[config.mk]
export PLATFORM = sky130hd
export DESIGN_NAME = traceback_walker_flat
export DESIGN_NICKNAME = d
export VERILOG_FILES = /design/src/rtl/traceback_walker_if.sv /design/src/rtl/traceback_walker.sv /design/src/flat_wrapper.sv
export SDC_FILE = /design/constraint.sdc
export NUM_CORES = 1
export LEC_CHECK = 0
export CORE_MARGIN = 2
export CORE_UTILIZATION = 29
export CTS_BUF_LIST = sky130_fd_sc_hd__clkbuf_8
export DETAILED_ROUTE_END_ITERATION = 8
export GPL_ROUTABILITY_DRIVEN = 0
export PLACE_DENSITY_LB_ADDON = 0.2
export REMOVE_ABC_BUFFERS = 1
export SLEW_MARGIN = 20
export SYNTH_ARGS = -nofsm -noshare
export SYNTH_HDL_FRONTEND = slang
export SYNTH_SLANG_ARGS = --single-unit
[constraint.sdc]
create_clock -name clk -period 9.57 [get_ports clk]
set_input_delay 0.957 -clock clk [delete_from_list [all_inputs] [get_ports clk]]
set_output_delay 0.957 -clock clk [all_outputs]
set_load 0.03 [all_outputs]
[src/rtl/traceback_walker_if.sv]
// PE-memory read bus between the traceback walker (master) and the PE pointer stores (slave).
// The walker drives a PE select and word address; the pointer byte comes back in the same cycle.
interface traceback_walker_if #(
   parameter int B = 4
);
   logic [$clog2(B)-1:0] pe_id;
   logic [7:0]           addr;
   logic [7:0]           rel_pos;

   modport master (output pe_id, output addr, input rel_pos);
   modport slave  (input pe_id, input addr, output rel_pos);
endinterface

[src/rtl/traceback_walker.sv]
// Banded Smith-Waterman traceback: walks stored direction pointers from the max-score cell
// toward the origin and emits one aligned R/Q symbol pair every two cycles.
//
// state    | meaning
// ---------+------------------------------------------------------------
// S_IDLE   | waiting for start; start cell checked against band/length
// S_LOOKUP | pe_id/addr driven for cell (i,j); pointer captured on edge
// S_EMIT   | out_valid high with the pair; next cell computed and checked
// S_DONE   | walk over; finish pulses on the following cycle
module traceback_walker #(
   parameter int             B     = 4,
   parameter int             L     = 8,
   parameter int             SYM_W = 3,
   parameter logic [SYM_W-1:0] GAP = 3'b100
) (
   input  logic                 clk,
   input  logic                 reset_n,
   input  logic                 start,
   input  logic [7:0]           start_i,
   input  logic [7:0]           start_j,
   input  logic [SYM_W*L-1:0]   R_sub,
   input  logic [SYM_W*L-1:0]   Q_sub,
   traceback_walker_if.master   mem,
   output logic [SYM_W-1:0]     out_r,
   output logic [SYM_W-1:0]     out_q,
   output logic                 out_valid,
   output logic                 busy,
   output logic                 finish,
   output logic                 band_err,
   output logic [4:0]           len
);
   localparam int PW = $clog2(B);
   localparam logic [1:0] P_STOP = 2'b00;
   localparam logic [1:0] P_DIAG = 2'b01;
   localparam logic [1:0] P_UP   = 2'b10;
   localparam logic [1:0] P_LEFT = 2'b11;
   localparam logic signed [9:0] HALF_B = 10'(B/2);
   localparam logic signed [9:0] PE_MAX = 10'(B-1);
   localparam logic [4:0] LEN_MAX = 5'(2*L);

   typedef enum logic [1:0] {S_IDLE, S_LOOKUP, S_EMIT, S_DONE} state_t;

   state_t      state;
   logic [7:0]  i, j;
   logic [1:0]  ptr;
   logic [7:0]  ni, nj;
   logic        exhausted;
   logic        start_bad;
   logic [1:0]  rp;

   // Pointer byte upper bits carry no meaning for the walk.
   logic unused_rel_pos;
   assign unused_rel_pos = ^mem.rel_pos[7:2];
   assign rp = mem.rel_pos[1:0];

   function automatic logic in_band(input logic [7:0] ii, input logic [7:0] jj);
      logic signed [9:0] p;
      p = $signed({2'b00, jj}) - $signed({2'b00, ii}) + HALF_B;
      return (p >= 10'sd0) && (p <= PE_MAX);
   endfunction

   function automatic logic [PW-1:0] pe_of(input logic [7:0] ii, input logic [7:0] jj);
      return PW'(jj + 8'(B/2) - ii);
   endfunction

   function automatic logic [SYM_W-1:0] r_sym(input logic [7:0] k);
      return R_sub[SYM_W*(L-1-int'(k)) +: SYM_W];
   endfunction

   function automatic logic [SYM_W-1:0] q_sym(input logic [7:0] k);
      return Q_sub[SYM_W*(L-1-int'(k)) +: SYM_W];
   endfunction

   assign start_bad = (start_i >= 8'(L)) || (start_j >= 8'(L)) || !in_band(start_i, start_j);

   // Successor cell; wrapped values are never used because exhaustion ends the walk first.
   always_comb begin
      ni        = i;
      nj        = j;
      exhausted = 1'b0;
      case (ptr)
         P_DIAG: begin
            exhausted = (i == 8'd0) || (j == 8'd0);
            ni        = i - 8'd1;
            nj        = j - 8'd1;
         end
         P_UP: begin
            exhausted = (j == 8'd0);
            nj        = j - 8'd1;
         end
         P_LEFT: begin
            exhausted = (i == 8'd0);
            ni        = i - 8'd1;
         end
         default: ;
      endcase
   end

   always_ff @(posedge clk or negedge reset_n) begin
      if (!reset_n) begin
         state     <= S_IDLE;
         i         <= '0;
         j         <= '0;
         ptr       <= '0;
         len       <= '0;
         band_err  <= 1'b0;
         out_r     <= '0;
         out_q     <= '0;
         out_valid <= 1'b0;
         mem.pe_id <= '0;
         mem.addr  <= '0;
         busy      <= 1'b0;
         finish    <= 1'b0;
      end else begin
         finish <= 1'b0;
         case (state)
            S_IDLE: begin
               if (start) begin
                  i        <= start_i;
                  j        <= start_j;
                  len      <= '0;
                  busy     <= 1'b1;
                  if (start_bad) begin
                     band_err <= 1'b1;
                     state    <= S_DONE;
                  end else begin
                     band_err  <= 1'b0;
                     mem.pe_id <= pe_of(start_i, start_j);
                     mem.addr  <= start_i;
                     state     <= S_LOOKUP;
                  end
               end
            end
            S_LOOKUP: begin
               ptr       <= rp;
               mem.pe_id <= '0;
               mem.addr  <= '0;
               if (rp == P_STOP) begin
                  state <= S_DONE;
               end else begin
                  out_valid <= 1'b1;
                  out_r     <= (rp == P_UP)   ? GAP : r_sym(i);
                  out_q     <= (rp == P_LEFT) ? GAP : q_sym(j);
                  state     <= S_EMIT;
               end
            end
            S_EMIT: begin
               out_valid <= 1'b0;
               out_r     <= '0;
               out_q     <= '0;
               if (len != LEN_MAX) len <= len + 5'd1;
               if (exhausted) begin
                  state <= S_DONE;
               end else begin
                  i <= ni;
                  j <= nj;
                  if (!in_band(ni, nj)) begin
                     band_err <= 1'b1;
                     state    <= S_DONE;
                  end else begin
                     mem.pe_id <= pe_of(ni, nj);
                     mem.addr  <= ni;
                     state     <= S_LOOKUP;
                  end
               end
            end
            S_DONE: begin
               busy   <= 1'b0;
               finish <= 1'b1;
               state  <= S_IDLE;
            end
            default: state <= S_IDLE;
         endcase
      end
   end
endmodule
[src/flat_wrapper.sv]
// flat-port wrapper written by rule: the top's interface ports become plain ports
module traceback_walker_flat 
#(
   parameter int             B     = 4,
   parameter int             L     = 8,
   parameter int             SYM_W = 3,
   parameter logic [SYM_W-1:0] GAP = 3'b100
)
  (clk, reset_n, start, start_i, start_j, R_sub, Q_sub, out_r, out_q, out_valid, busy, finish, band_err, len, mem_pe_id, mem_addr, mem_rel_pos);
  traceback_walker_if #(.B(B)) mem_i ();
  input  logic clk;
  input  logic reset_n;
  input  logic start;
  input  logic [7:0] start_i;
  input  logic [7:0] start_j;
  input  logic [SYM_W*L-1:0] R_sub;
  input  logic [SYM_W*L-1:0] Q_sub;
  output logic [SYM_W-1:0] out_r;
  output logic [SYM_W-1:0] out_q;
  output logic out_valid;
  output logic busy;
  output logic finish;
  output logic band_err;
  output logic [4:0] len;
  output wire logic [$bits(mem_i.pe_id)-1:0] mem_pe_id;
  output wire logic [$bits(mem_i.addr)-1:0] mem_addr;
  input wire logic [$bits(mem_i.rel_pos)-1:0] mem_rel_pos;
  assign mem_pe_id = mem_i.pe_id;
  assign mem_addr = mem_i.addr;
  assign mem_i.rel_pos = mem_rel_pos;
  traceback_walker #(.B(B), .L(L), .SYM_W(SYM_W), .GAP(GAP)) u_core (.clk(clk), .reset_n(reset_n), .start(start), .start_i(start_i), .start_j(start_j), .R_sub(R_sub), .Q_sub(Q_sub), .mem(mem_i), .out_r(out_r), .out_q(out_q), .out_valid(out_valid), .busy(busy), .finish(finish), .band_err(band_err), .len(len));
endmodule
Word level (Yosys, flattened, before mapping)
Index checks and enable logic that the tools add are counted.
- add/subtract/negate cells: 13
- multiply operators: 2
- order comparisons: 6
- equality and inequality tests: 16
- shift operators: 2
- muxes and demuxes: 44
- reduce and logical (&&, ||, !) cells: 22
- operator list (kind ; number):
    8-bit two-way mux ; 10
    3-bit by 32-bit multiplier with 32-bit output, first input constant ; 2
    24-bit by 32-bit variable part select with 3-bit output ; 2
    8-bit one-hot mux with 2 select lines ; 2
    8-bit one-hot mux with 3 select lines ; 1
    10-bit by 3-bit adder with 10-bit output, second input constant ; 2
    10-bit by 1-bit greater-or-equal comparator with 1-bit output, second input constant ; 2
    10-bit by 3-bit <= comparator with 1-bit output, second input constant ; 2
    3-bit by 8-bit subtractor with 9-bit output, first input constant ; 2
    8-bit by 8-bit subtractor with 9-bit output ; 2
    8-bit by 4-bit greater-or-equal comparator with 1-bit output, second input constant ; 2
    8-bit logical NOT ; 2
    2-bit two-way mux ; 8
    8-bit by 1-bit subtractor with 8-bit output, second input constant ; 2
    2-bit == test, second input constant ; 6
    3-bit two-way mux ; 4
    3-bit one-hot mux with 2 select lines ; 2
    5-bit two-way mux ; 2
    2-bit != test, second input constant ; 5
    5-bit one-hot mux with 2 select lines ; 1
    1-bit two-way mux ; 8
    2-bit one-hot mux with 4 select lines ; 1
    1-bit one-hot mux with 2 select lines ; 3
    2-bit one-hot mux with 3 select lines ; 1
    18 further kinds ; 31
- flip-flop bits (word level): 45
- input port bits: 75
- output and inout bits: 25

Depth between registers and ports, before layout
- depth in word-level cells: 10
- depth in mapped cells: 19

Least setup slack after synthesis
Ideal clock, no wire load.
- path type: register -> register
- from: register u_core.j[0]
- to: register u_core.mem.addr[0]
- arrival time: 5.278 ns
- data required time: 9.445 ns
- setup slack: 4.167 ns
- stages on the path, launching flop included: 20
- period minus slack after synthesis: 5.403 ns
- cells stage by stage: dfrtp_1 buf_2 buf_1 buf_1 inv_1 ha_1 clkbuf_1 clkbuf_1 mux2i_1 ha_1 nor2b_1 o21ai_0 nand2_1 xnor3_1 nand2_1 or4_1 a211o_1 o221ai_2 o211ai_4 mux2_4
- cells in the longest elaborated chain, start to end: 8
- ends and longest elaborated chain (what ; RTL line ; text):
    from (decl) ; traceback_walker.sv:44 ; logic [7:0] i, j;
    from (signal assigned) ; traceback_walker.sv:120 ; j <= start_j;
    from (signal assigned) ; traceback_walker.sv:156 ; j <= nj;
    8-bit by 1-bit subtractor with 8-bit output ; traceback_walker.sv:85, traceback_walker.sv:89 ;
    8-bit two-way mux ; n/a ;
    8-bit by 8-bit subtractor with 9-bit output ; traceback_walker.sv:58 ; p = $signed({2'b00, jj}) - $signed({2'b00, ii}) + HALF_B;
    10-bit by 3-bit adder with 10-bit output ; traceback_walker.sv:58 ;
    10-bit by 1-bit greater-or-equal comparator with 1-bit output / 10-bit by 3-bit <= comparator with 1-bit output (equally long branches) ; traceback_walker.sv:59 ; return (p >= 10'sd0) && (p <= PE_MAX);
    1-bit logical AND ; traceback_walker.sv:59 ;
    2-bit by 1-bit != test with 1-bit output (no line) ; n/a ;
    5-bit AND reduction (no line) (*) ; n/a ;
    to (signal assigned) ; traceback_walker.sv:129 ; mem.addr <= start_i;
    to (signal assigned) ; traceback_walker.sv:162 ; mem.addr <= ni;
    to (decl) ; traceback_walker_if.sv:10 ; modport master (output pe_id, output addr, input rel_pos);
Every way passes the cells marked *; elsewhere a longest branch is shown, timed or not.
A chain may end at the register's enable or synchronous reset.

Worst setup path after layout
- from: register u_core.j[0]
- to: register u_core.mem.addr[1]
Same word-level chain as after synthesis.

==> run metrics <==
DRT Pass-1 Iters 4; Detail Route Antenna Nets 0; I/O pin count 100; Area Overhead vs Synth 21.9%; num rows 50; Data required, critical path 9780 ps; die span in y 142 um; Ys Warns 0; syn avg cell area 9.04 um^2; clk_skew 9.20 ps; sequential area share after synthesis 20.5%; critical path class flop to flop; die area 20100 um^2; WL per Instance 16.2 um; Synth Flop Type dfrtp_1; worst reg2reg path endpoint u_core.mem.addr[1]$_DFFE_PN0P_; final hold vios 0; IO buf count 93; diode count 0; Reg-to-Reg Start u_core.j[0]$_DFFE_PN0P_; DRC violations left 0; Slew Viols, Final 0; Final period util 52.8%; first-pass GRT wire length 24.7 mm; Tightest Hold Check Type flop to flop; post-CTS setup buffer count 0; FF-to-FF setup slack 4520 ps; Mapped Cells 608; post-synth cell types 80; Root Buffer clkbuf_8; max_slew headroom 46.6%; critical path endpoint category flop; htree depth 2; commonest non-fill, non-tap cell in the layout clkdlybuf4s50_1; number of global-route vias before repair 4838; crit path launch type flop; Post-synth EDFFs 0; Final Critical Period 5050 ps; RSZ-0062 raised after global routing false; R2R depth 15; global route overflow 0; initial antenna violation count 0; total number of vias 4844; clock sinks 45; crit path capture u_core.mem.addr[1]$_DFFE_PN0P_; commonest cells after routing, fill and taps aside clkdlybuf4s50_1, nand2_1, ha_1, dfrtp_1, inv_1; final setup fails 0; Clock Tree Buf Depth 2; NumNets Final 812; WP data arrival 5260 ps; worst-path fanout max 24; FMAX 198 MHz; vias per inst 5.28; Netlist Area Pre-Place 5500 um^2; clk slew on worst S/H paths 90 ps; hold_buf cts 0; Total GRT Usage 15.3%; Sum Neg Setup Slack 0 ps; pin count of the biggest net entering global routing 46; actual slew at the worst max-slew pin 802 ps; hpwl dp 12.1 mm; worst skew pair latency 330 ps; TritonCTS clock tree built; Starting DRT DRC Count 220; Post-CTS Resized 0; MaxCap Viol Count 0; fillers 1918; drt total wl 14.9 mm; number of synthesized register bits 45; Starting Density 29.5%; ys async rst share 100%; crit path from u_core.j[0]$_DFFE_PN0P_; share of layout cells above drive strength 1 10.2%; die width 142 um; status finished, final reports clean; CTS buffer count 5; Core Area 18600 um^2
[critical path: stages (launching register included)]
cell and delay (ps):
dfrtp_1 330, buf_4 330, inv_1 150, ha_1 540, mux2i_1 440, ha_1 300, nor2b_1 130, o21ai_0 280
nand2_1 100, xnor3_1 440, or3_1 340, o211ai_1 280, or3b_1 400, o221ai_2 250, o211ai_4 260, mux2_4 360
[flip-flops by register name, indices dropped and copies added, names as in the netlist, 2 cells and up]
signal            cells
u_core.len            5
u_core.out_q          3
u_core.state          2
u_core.mem.addr       8
u_core.j              8
u_core.mem.pe_id      2
u_core.out_r          3
u_core.ptr            2
u_core.i              8
[layer usage]
metal | share of wire (%) | up-vias | track usage (%)
met5 | 0 | - | 0
met4 | 1.2 | 0 | 3.00
met3 | 4.0 | 16 | 2.73
met2 | 49 | 100 | 26.9
met1 | 45 | 2334 | 19.7
li1 | - | 2394 | -
[final cells by class]
| type | instances | area, um^2 | area share [%] |
|---|---|---|---|
| clock buffer | 6 | 82.6 | 1.23 |
| clock inverter | 2 | 13.8 | 0.205 |
| inverter | 42 | 158 | 2.35 |
| multi-input combinational | 492 | 4080 | 60.9 |
| sequential | 45 | 1130 | 16.8 |
| tap | 234 | 293 | 4.37 |
| timing repair buffer | 96 | 951 | 14.2 |
[cells by family (layout without fill, tap and decap cells)]
kind of cell | count (synthesis) | in the layout | share of synthesized area [%]
simple gates | 169 | 169 | 15.7
compound gates | 167 | 167 | 21.5
buf+inv | 71 | 146 | 5.30
flops | 45 | 45 | 20.5
fa+ha+maj | 56 | 56 | 13.3
mux | 63 | 63 | 17.2
xor+xnor | 37 | 37 | 6.49
[Yosys cell counts, types with 4 or more instances]
library cell,instances,area [um^2]
nor3_1,17,85.1
o211ai_1,9,67.6
inv_1,39,146
and2_1,4,25.0
o22ai_1,14,87.6
o21a_1,7,52.6
buf_1,5,18.8
nor2b_1,10,62.6
nand2_1,52,195
dfrtp_1,45,1130
mux2i_1,29,290
mux4_2,21,473
a21o_1,7,52.6
nor2_1,35,131
ha_1,51,638
a211oi_1,5,37.5
o21ai_0,38,190
mux2_4,10,150
a21oi_1,34,170
clkbuf_1,19,71.3
o31ai_1,4,30.0
xor2_1,10,87.6
nand3_1,17,85.1
fa_1,4,80.1
a22oi_1,5,37.5
xnor2_1,25,219
nor4_1,4,25.0
nand2b_1,8,50.1
[through the flow]
stage	instances	utilization (%)	instance area (um^2)	worst slack, ps	hold slack, ps
finish	917	36.0	6700	4520	503
global route	917	36.0	6700	4100	536
CTS	917	35.9	6700	4470	505
detailed placement	909	35.4	6600	4500	477
global placement	909	35.4	6600	4520	470
floorplan	579	-	5360	4610	450
[worst min-delay path by stage]
stage | start | endpoint | slack [ps] | cells past startpoint
floorplan | u_core.i[2]$_DFFE_PN0P_ | u_core.i[2]$_DFFE_PN0P_ | 450 | 2
global placement | u_core.out_r[0]$_DFFE_PN0P_ | u_core.out_r[0]$_DFFE_PN0P_ | 470 | 2
detailed placement | u_core.out_r[0]$_DFFE_PN0P_ | u_core.out_r[0]$_DFFE_PN0P_ | 480 | 2
CTS | u_core.out_r[0]$_DFFE_PN0P_ | u_core.out_r[0]$_DFFE_PN0P_ | 500 | 2
global route | u_core.out_valid$_DFFE_PN0P_ | u_core.out_valid$_DFFE_PN0P_ | 540 | 1
finish | u_core.out_valid$_DFFE_PN0P_ | u_core.out_valid$_DFFE_PN0P_ | 500 | 1
Power is left out: the tool's default activity adds up to more than one toggle a clock period on the data nets, which glitch-free logic cannot reach.
